$ cat src/rtl/panel_input_conditioner.sv
// Front-panel input conditioner: 2-flop sync, debounce, press pulses and switch change strobe.
// Auto-repeat on masked buttons is built only when PANEL_AUTOREPEAT_EN is defined.
module panel_input_conditioner #(
  parameter int         DEBOUNCE_CYCLES     = 250000,
  parameter int         REPEAT_DELAY_CYCLES = 12500000,
  parameter int         REPEAT_RATE_CYCLES  = 2500000,
  parameter logic [5:0] REPEAT_MASK         = 6'b101010
) (
  input  logic       clk,
  input  logic       resetn,
  input  logic [5:0] btn_raw,
  input  logic [7:0] sense_raw,
  output logic [5:0] btn_level,
  output logic [5:0] btn_press,
  output logic [7:0] sense_out,
  output logic       sense_changed
);

  localparam int NIN = 14;
  localparam int DW  = $clog2(DEBOUNCE_CYCLES);
  localparam logic [DW-1:0] DB_TERM = DW'(DEBOUNCE_CYCLES - 1);

  logic [NIN-1:0] raw_all;
  logic [NIN-1:0] synced;
  logic [NIN-1:0] stable;
  logic [NIN-1:0] upd;

  assign raw_all = {sense_raw, btn_raw};

  for (genvar i = 0; i < NIN; i++) begin : g_in
    logic          s1;
    logic          s2;
    logic          lvl;
    logic [DW-1:0] cnt;

    always_ff @(posedge clk or negedge resetn) begin
      if (!resetn) begin
        s1  <= 1'b0;
        s2  <= 1'b0;
        lvl <= 1'b0;
        cnt <= '0;
      end else begin
        s1 <= raw_all[i];
        s2 <= s1;
        if (s2 == lvl) begin
          cnt <= '0;
        end else if (cnt == DB_TERM) begin
          lvl <= s2;
          cnt <= '0;
        end else begin
          cnt <= cnt + DW'(1);
        end
      end
    end

    assign synced[i] = s2;
    assign stable[i] = lvl;
    // High in the cycle before the new level is registered.
    assign upd[i]    = (s2 != lvl) && (cnt == DB_TERM);
  end

  assign btn_level = stable[5:0];
  assign sense_out = stable[13:6];

  always_ff @(posedge clk or negedge resetn) begin
    if (!resetn) begin
      sense_changed <= 1'b0;
    end else begin
      sense_changed <= |upd[13:6];
    end
  end

`ifdef PANEL_AUTOREPEAT_EN
  localparam int RMAX = (REPEAT_DELAY_CYCLES > REPEAT_RATE_CYCLES) ?
                        REPEAT_DELAY_CYCLES : REPEAT_RATE_CYCLES;
  localparam int RW   = $clog2(RMAX);
  localparam logic [RW-1:0] DELAY_TERM = RW'(REPEAT_DELAY_CYCLES - 1);
  localparam logic [RW-1:0] RATE_TERM  = RW'(REPEAT_RATE_CYCLES - 1);

  typedef enum logic [1:0] {IDLE, DELAY, REPEAT} rep_state_t;
`else
  logic unused_repeat_cfg;
  assign unused_repeat_cfg = ^{REPEAT_MASK, 32'(REPEAT_DELAY_CYCLES), 32'(REPEAT_RATE_CYCLES)};
`endif

  for (genvar i = 0; i < 6; i++) begin : g_btn
    logic press_q;

`ifdef PANEL_AUTOREPEAT_EN
    if (REPEAT_MASK[i]) begin : g_rep
      rep_state_t    state;
      logic [RW-1:0] cnt;

      always_ff @(posedge clk or negedge resetn) begin
        if (!resetn) begin
          state   <= IDLE;
          cnt     <= '0;
          press_q <= 1'b0;
        end else begin
          press_q <= upd[i] & synced[i];
          // A release wins over a coincident terminal count: no pulse that cycle.
          if (upd[i] && !synced[i]) begin
            state <= IDLE;
            cnt   <= '0;
          end else begin
            case (state)
              IDLE: begin
                if (upd[i] && synced[i]) begin
                  state <= DELAY;
                  cnt   <= '0;
                end
              end
              DELAY: begin
                if (cnt == DELAY_TERM) begin
                  press_q <= 1'b1;
                  state   <= REPEAT;
                  cnt     <= '0;
                end else begin
                  cnt <= cnt + RW'(1);
                end
              end
              REPEAT: begin
                if (cnt == RATE_TERM) begin
                  press_q <= 1'b1;
                  cnt     <= '0;
                end else begin
                  cnt <= cnt + RW'(1);
                end
              end
              default: begin
                state <= IDLE;
                cnt   <= '0;
              end
            endcase
          end
        end
      end
    end else begin : g_norep
      always_ff @(posedge clk or negedge resetn) begin
        if (!resetn) begin
          press_q <= 1'b0;
        end else begin
          press_q <= upd[i] & synced[i];
        end
      end
    end
`else
    always_ff @(posedge clk or negedge resetn) begin
      if (!resetn) begin
        press_q <= 1'b0;
      end else begin
        press_q <= upd[i] & synced[i];
      end
    end
`endif

    assign btn_press[i] = press_q;
  end

endmodule

$ cat config.mk
export PLATFORM = sky130hd
export DESIGN_NAME = panel_input_conditioner
export DESIGN_NICKNAME = d
export VERILOG_FILES = /design/src/rtl/panel_input_conditioner.sv
export SDC_FILE = /design/constraint.sdc
export NUM_CORES = 1
export LEC_CHECK = 0
export CORE_MARGIN = 2
export CORE_UTILIZATION = 56
export DETAILED_ROUTE_END_ITERATION = 8
export GPL_TIMING_DRIVEN = 0
export PLACE_DENSITY = 0.86
export SLEW_MARGIN = 20
export SYNTH_ARGS = -nofsm -noshare
export SYNTH_HDL_FRONTEND = slang
export SYNTH_SLANG_ARGS = --single-unit
$ cat constraint.sdc
create_clock -name clk -period 2.1 [get_ports clk]
set_clock_uncertainty 0.2 [all_clocks]
set_input_delay 0.315 -clock clk [delete_from_list [all_inputs] [get_ports clk]]
set_output_delay 0.315 -clock clk [all_outputs]
set_load 0.1 [all_outputs]
==> impl_results.md <==
- LEAKAGE: 7.12 nW
- Tcrit/Tclk final: 0.975
- Longest Clk Path Bufs: 3
- Simple-gate share of the synthesized area: 0.245
- Vias per inst: 5.50
- Fmax: 488 MHz
- DR WL/cell: 15.1 um
- Status: completed
- XOR/XNOR Fraction of Synth Area: 0.150
- Root Buffer: clkbuf_16
- Maximum VDD drop: 728 uV
- Final setup fails: 0
- Largest net degree at the start of global routing: 105
- R2R Setup Slk: 0.05 ns
- P_int: 0.00955 W
- I/O pin count: 37
- Post-route ant nets: 0
- Synth warn: 0
- Initial antenna violation count: 1
- H-tree depth: 1
- RePlAce Congestion: 0.825
- Pwr dens: 748 nW/um^2
- RSZ-0062 raised after global routing: yes
- Net switching power: 0.00258 W
- Share of cells above drive strength 1: 0.135
- Commonest non-fill, non-tap cell in the layout: dfrtp_1
- Switching share of power: 0.213
- Worst Setup SP: g_in[11].cnt[1]
- CP startpoint kind: flip-flop
- WP data arrival: 2.27 ns
- Max-slew headroom: 0.502
- Worst-Margin Slew: 0.742 ns
- Vias in the first global route: 9806
- R2r startpoint: g_in[11].cnt[1]
- Multiplexer area fraction after synthesis: 0.0114
- Register area share after synthesis: 0.546
- Crit. End Element: flip-flop
- Die H: 161 um
- Final HPWL DP: 16500 um
- Synth Area in Adders: 0.0127
- # rows: 57
- Max_cap viols: 0
- DRT iter0 DRCs: 490
- FILL cells: 1752
- Largest family of logic cells by synthesized area: simple AND/OR/NAND/NOR gates
- Post-route DRC: 0
- Area delta synth->final: 17.5%
- Post-synthesis compound-gate area fraction: 0.00725
- Post-route cell area: 16200 um^2
- CTS tree: built
- Setup crit end: g_in[11].cnt[5]
- CTS Buf Count: 31
- EDFF count, synth: 0
- Syn Inst Count: 1328
- Fin. Hold Viols: 0
- Total global-route track usage: 0.205
- Clk sinks: 301
- Post-synth design cell area: 13800 um^2
- Nets: 1458
- Routed WL: 26800 um
- Placed Area: 14700 um^2
- Fin crit period: 2.05 ns
- Final Util: 0.669
- Yosys reg bits: 301
- Sequential fraction of design power: 0.492
- CP Data Required Time: 2.33 ns
- Clock latency at the later pin of the worst-skew pair: 0.55 ns
- RR Endpoint: g_in[11].cnt[5]
- Clock-pin slew of the registers on the worst-case setup and hold paths: 0.06 ns
- Unique masters post-synth: 42
- Most frequent cells in the layout: 299 x dfrtp_1, 286 x nor2_1, 128 x xor2_1
- Worst min-delay path category: input pin to flip-flop
- Remaining Overflow, GRT: 0
- Initial Util: 0.569
- Via Count: 9758
- Mapped Nets: 1358
- Post-route insts no fill: 1775
- Ys flop type: dfrtp_1
- Die W: 161 um
- First-pass GRT wire length: 45400 um
- Combinational Power Share: 0.038
- Placed insts: 1691
- Core Box Area: 24200 um^2
- Clock share of power: 0.469
- Max-slew violations: 0
- Synth Area per Inst: 10.4 um^2
- DR pass1 iterations: 4
- Ys async rst share: 1.00
- Ant. Diodes: 0
- Port bufs: 36
- Register-to-Register Path Depth: 7
- CP Class: flip-flop to flip-flop
- Power, Total: 0.0121 W
- Die area: 25900 um^2
- CP Max Fanout: 9
[synth_stat cells, types with 3 or more instances]
cell type  number  area (um^2)
a21oi_1         5         25.0
buf_4          23          173
nor3b_1         9         67.6
dfrtp_1       301         7530
nor2b_1         3         18.8
nand4_1        50          313
nand3_1        90          450
nor4b_1        14          123
nor4bb_1        5         50.1
nand2_1        84          315
clkbuf_1        8         30.0
nor2_1        288         1080
and4_1         27          236
and3_1         28          175
and2_1          3         18.8
nand3b_1        8         60.1
mux2_2         14          158
nand2b_1        4         25.0
nor3_1         34          170
ha_1           14          175
xnor2_1       108          946
xor2_1        128         1120
nor4_1         22          138
buf_2           9         45.0
inv_1          24         90.1
buf_6           3         33.8
or4_1           3         22.5
[per-stage QoR]
stage | setup slack (ns) | setup TNS, ns | hold WS [ns]
detailed placement | -0.205 | -10.51 | 0.0353
global placement | -12.00 | -3608.05 | 0.132
finish | 0.0524 | 0 | 0.0156
floorplan | 0.0668 | 0 | -0.181
CTS | 0.00516 | 0 | 0.00154
global route | -0.0615 | -0.780 | -0.000803
[routing by layer]
layer	global-route usage	up-vias	wire length (um)
met2	0.362	183	13700
met5	0	-	16
li1	-	4655	-
met4	0.0515	2	454
met3	0.0303	41	945
met1	0.269	4877	11700
[power by group through the flow]
stage | Clock, W | Combinational [W] | Sequential (W)
final | 0.00569 | 0.000465 | 0.00597
after global routing | 0.00602 | 0.000530 | 0.00598
after CTS | 0.00580 | 0.000442 | 0.00597
after detailed placement | 0 | 0.000400 | 0.00607
after global placement | 0 | 0.000367 | 0.00607
after floorplan | 0 | 0.000190 | 0.00605
[worst max-delay path: stages, from the launching register on]
cell and delay, ns:
dfrtp_1 0.41, ha_4 0.18, nand3_4 0.10, or4_4 0.53, nor2_4 0.15, or2_4 0.16
buf_8 0.13, nor2_1 0.07
[worst min path at each step]
stage / from / to / slack (ns) / cells past startpoint
5_1_grt: btn_raw[5] / g_in[5].s1 / -0.0008 / 1
4_1_cts: btn_raw[5] / g_in[5].s1 / 0.002 / 1
3_5_place_dp: resetn / g_in[0].s1 / 0.04 / 1
2_1_floorplan: resetn / g_btn[0].press_q / -0.18 / 0
3_3_place_gp: g_in[10].s1 / g_in[10].s2 / 0.13 / 0
6_report: btn_raw[5] / g_in[5].s1 / 0.02 / 1
[kinds of logic after synthesis]
logic type / Yosys count
XOR/XNOR: 236
buffers and inverters: 68
AND/OR/NAND/NOR: 685
flip-flops: 301
multiplexers: 14
AO/OA/AOI/OAI: 10
adder cells (fa/ha/maj): 14
[sequential cells by signal (all words and copies together), names as in the netlist]
signal / flops
g_in.s1: 14
sense_changed: 1
g_in.s2: 14
g_in.lvl: 14
g_in.cnt: 252
g_btn.press_q: 6
[area by class of cell]
class	count	area [um^2]	area share
buffer	36	285	0.0176
clock buffer	45	908	0.0560
clock inverter	11	160	0.00988
inverter	24	90.1	0.00556
multi-input combinational	959	6130	0.378
sequential	301	7530	0.465
tap	324	405	0.0250
timing repair buffer	75	704	0.0434
[what timing repair did]
item	in CTS	in global routing
pin swaps	8	11
gates cloned	0	2
hold buffers	12	0
resized for setup	113	43
endpoints found under the setup margin	155	156
endpoints found under the hold margin	229	0
setup buffers	10	12
No activity file was read; power rests on OpenSTA's default activity.
